### src/rtl/vga_scanout_if.sv
// vga_scanout_if: synchronous framebuffer read port between the scanout and the pixel memory
interface vga_scanout_if #(
    parameter int COLOR_DEPTH = 9
);
    logic [18:0]            mem_addr;
    logic                   mem_rd;
    logic [COLOR_DEPTH-1:0] mem_data;
    modport master (output mem_addr, mem_rd, input mem_data);
    modport slave  (input mem_addr, mem_rd, output mem_data);
endinterface

### src/rtl/vga_scanout.sv
// vga_scanout: VGA timing generator that scans the framebuffer in raster order and drives RGB pins
module vga_scanout #(
    parameter int H_ACTIVE    = 640,
    parameter int H_FP        = 16,
    parameter int H_SYNC      = 96,
    parameter int H_BP        = 48,
    parameter int V_ACTIVE    = 480,
    parameter int V_FP        = 10,
    parameter int V_SYNC      = 2,
    parameter int V_BP        = 33,
    parameter int COLOR_DEPTH = 9,
    parameter int PIX_DIV     = 2
) (
    input  logic          CLOCK_50,
    input  logic          Reset,
    vga_scanout_if.master mem,
    output logic [9:0]    VGA_X,
    output logic [8:0]    VGA_Y,
    output logic [23:0]   VGA_COLOR,
    output logic          plot,
    output logic          VGA_HS,
    output logic          VGA_VS,
    output logic          VGA_BLANK_N,
    output logic          VGA_CLK,
    output logic          VGA_SYNC
);
    localparam int H_TOTAL = H_ACTIVE + H_FP + H_SYNC + H_BP;
    localparam int V_TOTAL = V_ACTIVE + V_FP + V_SYNC + V_BP;
    localparam int CW      = COLOR_DEPTH / 3;
    localparam int DW      = PIX_DIV > 1 ? $clog2(PIX_DIV) : 1;

    typedef enum logic [1:0] {H_ACT, H_FRONT, H_SYNC_ST, H_BACK} h_state_t;
    typedef enum logic [1:0] {V_ACT, V_FRONT, V_SYNC_ST, V_BACK} v_state_t;

    logic [DW-1:0] div, div_nx, d1, d2;
    logic [9:0]    h, h_nx, v, v_nx, h1, h2;
    logic [8:0]    v1, v2;
    logic [18:0]   row, row_nx;
    h_state_t      h_st, h_st_nx;
    v_state_t      v_st, v_st_nx;
    logic          pix_en, h_wrap, v_last, active, sync_nx;
    logic          a1, a2, hs1, hs2, vs1, vs2;

    // replicate the channel MSB-first until 8 bits are filled
    function automatic logic [7:0] expand(input logic [CW-1:0] c);
        return 8'({8{c}} >> (8 * CW - 8));
    endfunction

    always_comb begin
        pix_en  = div == DW'(PIX_DIV - 1);
        h_wrap  = pix_en && h == 10'(H_TOTAL - 1);
        v_last  = v == 10'(V_TOTAL - 1);
        div_nx  = pix_en ? '0 : div + DW'(1);
        h_nx    = !pix_en ? h : h_wrap ? '0 : h + 10'd1;
        v_nx    = !h_wrap ? v : v_last ? '0 : v + 10'd1;
        // running row base replaces y*H_ACTIVE so no multiplier is needed
        row_nx  = !h_wrap ? row : v_last ? '0 : row + 19'(H_ACTIVE);
        h_st_nx = h_nx == 10'd0 ? H_ACT :
                  h_nx == 10'(H_ACTIVE) ? H_FRONT :
                  h_nx == 10'(H_ACTIVE + H_FP) ? H_SYNC_ST :
                  h_nx == 10'(H_ACTIVE + H_FP + H_SYNC) ? H_BACK : h_st;
        v_st_nx = !h_wrap ? v_st :
                  v_nx == 10'd0 ? V_ACT :
                  v_nx == 10'(V_ACTIVE) ? V_FRONT :
                  v_nx == 10'(V_ACTIVE + V_FP) ? V_SYNC_ST :
                  v_nx == 10'(V_ACTIVE + V_FP + V_SYNC) ? V_BACK : v_st;
        active  = h_st == H_ACT && v_st == V_ACT;
        sync_nx = h_wrap && v_nx == 10'(V_ACTIVE);
    end

    always_ff @(posedge CLOCK_50) begin
        if (Reset) begin
            div      <= '0;
            h        <= '0;
            v        <= '0;
            row      <= '0;
            h_st     <= H_ACT;
            v_st     <= V_ACT;
            VGA_SYNC <= 1'b0;
        end else begin
            div      <= div_nx;
            h        <= h_nx;
            v        <= v_nx;
            row      <= row_nx;
            h_st     <= h_st_nx;
            v_st     <= v_st_nx;
            VGA_SYNC <= sync_nx;
        end
    end

    // three-stage pipeline: address issue, memory access, pin capture
    always_ff @(posedge CLOCK_50) begin
        if (Reset) begin
            mem.mem_addr <= '0;
            mem.mem_rd   <= 1'b0;
            {h1, v1, a1, hs1, vs1, d1} <= '0;
            {h2, v2, a2, hs2, vs2, d2} <= '0;
            VGA_X        <= '0;
            VGA_Y        <= '0;
            VGA_COLOR    <= '0;
            plot         <= 1'b0;
            VGA_BLANK_N  <= 1'b0;
            VGA_HS       <= 1'b1;
            VGA_VS       <= 1'b1;
            VGA_CLK      <= 1'b0;
        end else begin
            mem.mem_rd   <= active;
            if (active) mem.mem_addr <= row + 19'(h);
            {h1, v1, a1, hs1, vs1, d1} <= {h, v[8:0], active, h_st == H_SYNC_ST, v_st == V_SYNC_ST, div};
            {h2, v2, a2, hs2, vs2, d2} <= {h1, v1, a1, hs1, vs1, d1};
            VGA_X        <= h2;
            VGA_Y        <= v2;
            VGA_COLOR    <= a2 ? {expand(mem.mem_data[3*CW-1 -: CW]), expand(mem.mem_data[2*CW-1 -: CW]),
                                  expand(mem.mem_data[CW-1:0])} : '0;
            plot         <= a2;
            VGA_BLANK_N  <= a2;
            VGA_HS       <= !hs2;
            VGA_VS       <= !vs2;
            VGA_CLK      <= d2 >= DW'(PIX_DIV / 2);
        end
    end
endmodule

### src/flat_wrapper.sv
// flat-port wrapper written by rule: the top's interface ports become plain ports
module vga_scanout_flat 
#(
    parameter int H_ACTIVE    = 640,
    parameter int H_FP        = 16,
    parameter int H_SYNC      = 96,
    parameter int H_BP        = 48,
    parameter int V_ACTIVE    = 480,
    parameter int V_FP        = 10,
    parameter int V_SYNC      = 2,
    parameter int V_BP        = 33,
    parameter int COLOR_DEPTH = 9,
    parameter int PIX_DIV     = 2
)
  (CLOCK_50, Reset, VGA_X, VGA_Y, VGA_COLOR, plot, VGA_HS, VGA_VS, VGA_BLANK_N, VGA_CLK, VGA_SYNC, mem_mem_addr, mem_mem_rd, mem_mem_data);
  vga_scanout_if #(.COLOR_DEPTH(COLOR_DEPTH)) mem_i ();
  input  logic CLOCK_50;
  input  logic Reset;
  output logic [9:0] VGA_X;
  output logic [8:0] VGA_Y;
  output logic [23:0] VGA_COLOR;
  output logic plot;
  output logic VGA_HS;
  output logic VGA_VS;
  output logic VGA_BLANK_N;
  output logic VGA_CLK;
  output logic VGA_SYNC;
  output wire logic [$bits(mem_i.mem_addr)-1:0] mem_mem_addr;
  output wire logic [$bits(mem_i.mem_rd)-1:0] mem_mem_rd;
  input wire logic [$bits(mem_i.mem_data)-1:0] mem_mem_data;
  assign mem_mem_addr = mem_i.mem_addr;
  assign mem_mem_rd = mem_i.mem_rd;
  assign mem_i.mem_data = mem_mem_data;
  vga_scanout #(.H_ACTIVE(H_ACTIVE), .H_FP(H_FP), .H_SYNC(H_SYNC), .H_BP(H_BP), .V_ACTIVE(V_ACTIVE), .V_FP(V_FP), .V_SYNC(V_SYNC), .V_BP(V_BP), .COLOR_DEPTH(COLOR_DEPTH), .PIX_DIV(PIX_DIV)) u_core (.CLOCK_50(CLOCK_50), .Reset(Reset), .mem(mem_i), .VGA_X(VGA_X), .VGA_Y(VGA_Y), .VGA_COLOR(VGA_COLOR), .plot(plot), .VGA_HS(VGA_HS), .VGA_VS(VGA_VS), .VGA_BLANK_N(VGA_BLANK_N), .VGA_CLK(VGA_CLK), .VGA_SYNC(VGA_SYNC));
endmodule
### config.mk
export PLATFORM = sky130hd
export DESIGN_NAME = vga_scanout_flat
export DESIGN_NICKNAME = d
export VERILOG_FILES = /design/src/rtl/vga_scanout_if.sv /design/src/rtl/vga_scanout.sv /design/src/flat_wrapper.sv
export SDC_FILE = /design/constraint.sdc
export NUM_CORES = 1
export LEC_CHECK = 0
export BUFFER_PORTS_ARGS = -buffer_cell sky130_fd_sc_hd__buf_4
export CAP_MARGIN = 20
export CELL_PAD_IN_SITES_DETAIL_PLACEMENT = 1
export CELL_PAD_IN_SITES_GLOBAL_PLACEMENT = 2
export CORE_AREA = 2 2 125 152
export CTS_CLUSTER_SIZE = 14
export DETAILED_ROUTE_END_ITERATION = 12
export DIE_AREA = 0 0 127 154
export GPL_ROUTABILITY_DRIVEN = 0
export GPL_TIMING_DRIVEN = 1
export PLACE_DENSITY_LB_ADDON = 0.1
export RECOVER_POWER = 100
export SLEW_MARGIN = 20
export SYNTH_ARGS = -nofsm -noshare
export SYNTH_HDL_FRONTEND = slang
export SYNTH_SLANG_ARGS = --single-unit
### constraint.sdc
create_clock -name CLOCK_50 -period 3.15 [get_ports CLOCK_50]
set_input_delay 0.63 -clock CLOCK_50 [delete_from_list [all_inputs] [get_ports CLOCK_50]]
set_output_delay 0.63 -clock CLOCK_50 [all_outputs]
set_load 0.02 [all_outputs]
======== Yosys cells after proc, flatten, opt, wreduce, memory -nomap -nowiden ========
Index checks and enable logic that the tools add are counted.
word-level totals
  word-level logic and storage cells ...... 74
  output and inout bits ................... 69
  input bits .............................. 11
  register bits after elaboration ......... 157
cells by class
  reductions and logical operators ........ 17
  bitwise gates (word level) .............. 1
  $lt $le $gt $ge ......................... 1
  add/subtract/negate cells ............... 5
  equality and inequality tests ........... 10
  mux-type cells .......................... 12
operator list
  cell                                                              number
  10-bit == test, second input constant                             5
  10-bit 2-to-1 mux                                                 4
  10-bit by 9-bit == test with 1-bit output, second input constant  3
  10-bit by 1-bit adder with 10-bit output, second input constant   2
  10-bit logical NOT                                                2
  19-bit by 10-bit adder with 19-bit output                         1
  19-bit by 10-bit adder with 19-bit output, second input constant  1
  19-bit 2-to-1 mux                                                 1
  2-bit 2-to-1 mux                                                  6
  2-bit OR reduction                                                3
  2-bit == test, second input constant                              2
  2-bit logical NOT                                                 2
  4-bit nonzero test                                                1
  1-bit logical AND                                                 3
  3-bit nonzero test                                                1
  3-bit OR reduction                                                1
  1-bit logical NOT                                                 2
  2-bit AND reduction                                               1
  2-bit nonzero test                                                1
  1-bit adder, second input constant                                1
  1-bit >= comparator, second input constant                        1
  1-bit 2-to-1 mux                                                  1
  1-bit inverter                                                    1

======== Logic depth before layout (Yosys ltp) ========
  depth in word-level cells ............... 8
  depth in mapped cells ................... 11
  depth with buffers taken out ............ 9

======== Worst setup path before layout ========
Ideal clock, no wire load.
  path kind ............................... register to register
  start ................................... reg u_core.h[0]
  end ..................................... reg u_core.v_st[0]
  path slack .............................. 875 ps
  arrival time ............................ 2,190 ps
  buffers on the path ..................... 1
  period minus slack after synthesis ...... 2,275 ps
  cell stages (with the launch flop) ...... 10
  cell sequence ........................... dfxtp_1 ha_1 and4_1 buf_6 nand4_4 or4_4 a22oi_2 o211ai_2 o311a_1 a211oi_1
between the ends
  word-level cells in the longest chain between the ends .. 7
  elaborated cells between the ends (all ways) .. 12
  those cells by class .................... eq/ne (4); mux (4); reduce/logical (4)
ends and longest elaborated chain
  item                                       line               source
  start: declaration                         vga_scanout.sv:36  logic [9:0] h, h_nx, v, v_nx, h1, h2;
  start signal: assignment                   vga_scanout.sv:82  h <= h_nx;
  10-bit == test *                           vga_scanout.sv:51  h_wrap = pix_en && h == 10'(H_TOTAL - 1);
  1-bit logical AND *                        vga_scanout.sv:51
  10-bit 2-to-1 mux                          vga_scanout.sv:55  v_nx = !h_wrap ? v : v_last ? '0 : v + 10'd1;
  10-bit by 9-bit == test with 1-bit output  vga_scanout.sv:65  v_nx == 10'(V_ACTIVE + V_FP) ? V_SYNC_ST :
  2-bit 2-to-1 mux                           vga_scanout.sv:65
  2-bit 2-to-1 mux                           vga_scanout.sv:64  v_nx == 10'(V_ACTIVE) ? V_FRONT :
  2-bit 2-to-1 mux                           vga_scanout.sv:63  v_nx == 10'd0 ? V_ACT :
  end signal: assignment                     vga_scanout.sv:86  v_st <= v_st_nx;
  end: declaration                           vga_scanout.sv:40  v_state_t v_st, v_st_nx;
Mark *: on every way between the ends. The rest lies on a longest branch, timed or not.
A chain may end at the register's enable or synchronous reset.

======== Final worst setup path ========
Ends and elaborated chain as after synthesis.

==> metrics.cfg <==
[sta]
maxSlewHeadroom_pct=-18.4
skew_ns=0.0100
fin_tns_setup_ns=0
setup_viol=0
slew_viol_final=75
fin_crit_sh_pct=90.1
finalHoldViolations=0
fin_ws_ns=0.311
worst_pin_slew_ns=1.78
fmax_mhz=352
fin_crit_ns=2.84
whs_ns=0.372
rsz0062_at_grt=no

[floorplan]
ios=80
coreArea_um2=18000
rows=54
fp.dieArea_um2=19600
dieWidth_um=127
die_h_um=154
start_util_pct=29.7

[clocking]
path_clk_slew_ns=0.06
cts_tree=done
holdBufCountCts=0
cts_resized=0
ctsRootBufferMaster=clkbuf_16
clock_sinks=135
clockBufferDepth=2
clock_latency_ns=0.41
post-cts-setup-buffers=0
htree_levels=4
cts_buffers=17

[finish]
drive_gt1_share_pct=9.27
fin_nets=633
final_common_cell=dfxtp_1
mostFrequentLayoutCells=dfxtp_1 (135), clkbuf_1 (74), nor2b_1 (69)
n_antenna_cell=0
area_growth_pct=17.4

[logic_synthesis]
synth.largest_area_cell=dfxtp_1
synth_cells=561
yosys.cell_types.count=69
synth_nets=580
yosysWarnings=0
synthFlopType=dfxtp_1
synth_edf_count=0
synth_area_um2=5350
avgSynthCellArea_um2=9.53
synth_area_leaders=dfxtp_1 (51%), nor2b_1 (8.1%), a21oi_1 (2.8%), buf_4 (2.8%), nor2_1 (2.6%)
seq_area_frac_synth_pct=50.5
synth_top_area_share_pct=50.5
ys_ff_latch=135
synth-async-reset-ratio_pct=0

[routing]
avgViaCountPerCell=4.74
via_count=4026
drt_iter0_markers=165
dr.pass1.iters=4
wl_per_cell_um=14.9
drc=0
routed_wl_um=12700
drtAntennaViolNets=0

[setup_path]
crit_arrival_ns=3.17
cp_max_fo=9
worstSetupStartpointType=flop
worstSetupPathType=reg -> reg
cp-end-kind=flop
worst_ep_required_time_ns=3.48

[run]
drv_cap=2

[placed_design]
portBuffers=79
post-place-ws_ns=0.364
dp_hpwl_um=8700

[outcome]
status=finished with violations
failed_checks=max-capacitance violations, max-slew violations

[global_routing]
met1_usage_pct=16.7
grt_pass1_vias=4028
overflow=0
grt_pass1_wl_um=21000
grt_usage_pct=13.4
grt_busiest_layer=met2
antenna_found_initial=0
grtUsageMet2_pct=22.1
grt_start_max_net_pins=44
gr-usage-met3_pct=3.51

[power_and_ir_drop]
power_density_nw_per_um2=602
leakage_nw=2.27
max-vdd-ir-drop_v=0.000344

[min_path]
hold_class=reg -> reg

worst paths after layout:
path	startpoint	endpoint	slack, ns	cells after the start
min reg2reg	u_core.vs2	u_core.VGA_VS	0.37	1
min	u_core.vs2	u_core.VGA_VS	0.37	1
max reg2reg	u_core.h[0]	u_core.v_st[0]	0.31	8
max	u_core.h[0]	u_core.v_st[0]	0.31	8
power by group:
part / internal [mW] / leakage [nW] / switching, mW
registers: 1.72 / 1.09 / 0.0103
clock network: 1.17 / 0.266 / 0.791
logic: 0.0272 / 0.910 / 0.0583
cell usage after synthesis, drive strengths merged (3+ instances only):
cell    instances
nand3          12
and3            5
o211ai          4
nand2          37
clkbuf         26
o21ai          18
xnor2          15
nor2           37
a21oi          30
buf            27
and4            4
or4             3
a211oi          9
nor3b           5
and4b           3
dfxtp         135
a311oi          3
ha              8
nand4          13
inv             7
or3            12
nor3           10
nor2b          69
a21boi          3
xor2           10
o31ai           4
nand2b          6
and2           13
sequential cells by signal, summed over array words and instances, names as in the netlist, 2 cells and up:
register             count
u_core.mem.mem_addr     19
u_core.row              12
u_core.VGA_X            10
u_core.h1               10
u_core.h2               10
u_core.h                10
u_core.v                10
u_core.VGA_COLOR         9
u_core.VGA_Y             9
u_core.v1                9
u_core.v2                9
u_core.h_st              2
u_core.v_st              2
logic make-up after synthesis:
group	Yosys count	synth area share, %
buffers and inverters	60	5.97
xor gates and xnor gates	25	4.10
and+or+nand+nor	237	25.4
AOI/OAI and AO/OA	93	11.6
adders and majority gates	8	1.87
other	1	0.0701
DFF	135	50.5
muxes	2	0.374
worst max-delay path, stage by stage (launching register included):
cell      delay, ns
dfxtp_1        0.46
ha_1           0.22
and4_1         0.41
nand4_4        0.23
or4_1          0.58
a22oi_1        0.33
o211ai_1       0.18
o311a_1        0.16
a211oi_1       0.19
layer usage:
metal | share of wire [%] | routed length, um
met1 | 47 | 5960
met2 | 47 | 5940
met3 | 4.3 | 547
met4 | 1.7 | 219
met5 | 0 | 0
per-stage QoR:
stage	cells	power (mW)	util, %	cell area (um2)
after global placement	819	1.87	33.3	5990
after detailed placement	819	1.87	33.3	5990
final	850	3.78	34.9	6270
after floorplan	561	1.83	-	5350
after CTS	850	3.86	36.5	6570
after global routing	850	3.93	34.9	6270
final cells by class:
class,instances,area (um2)
clock buffer,18,429
clock inverter,13,146
fill,2062,11700
inverter,7,26.3
multi-input combinational,366,2310
sequential,135,2700
tap,224,280
timing repair buffer,87,379
(Power assumes the default switching activity.)
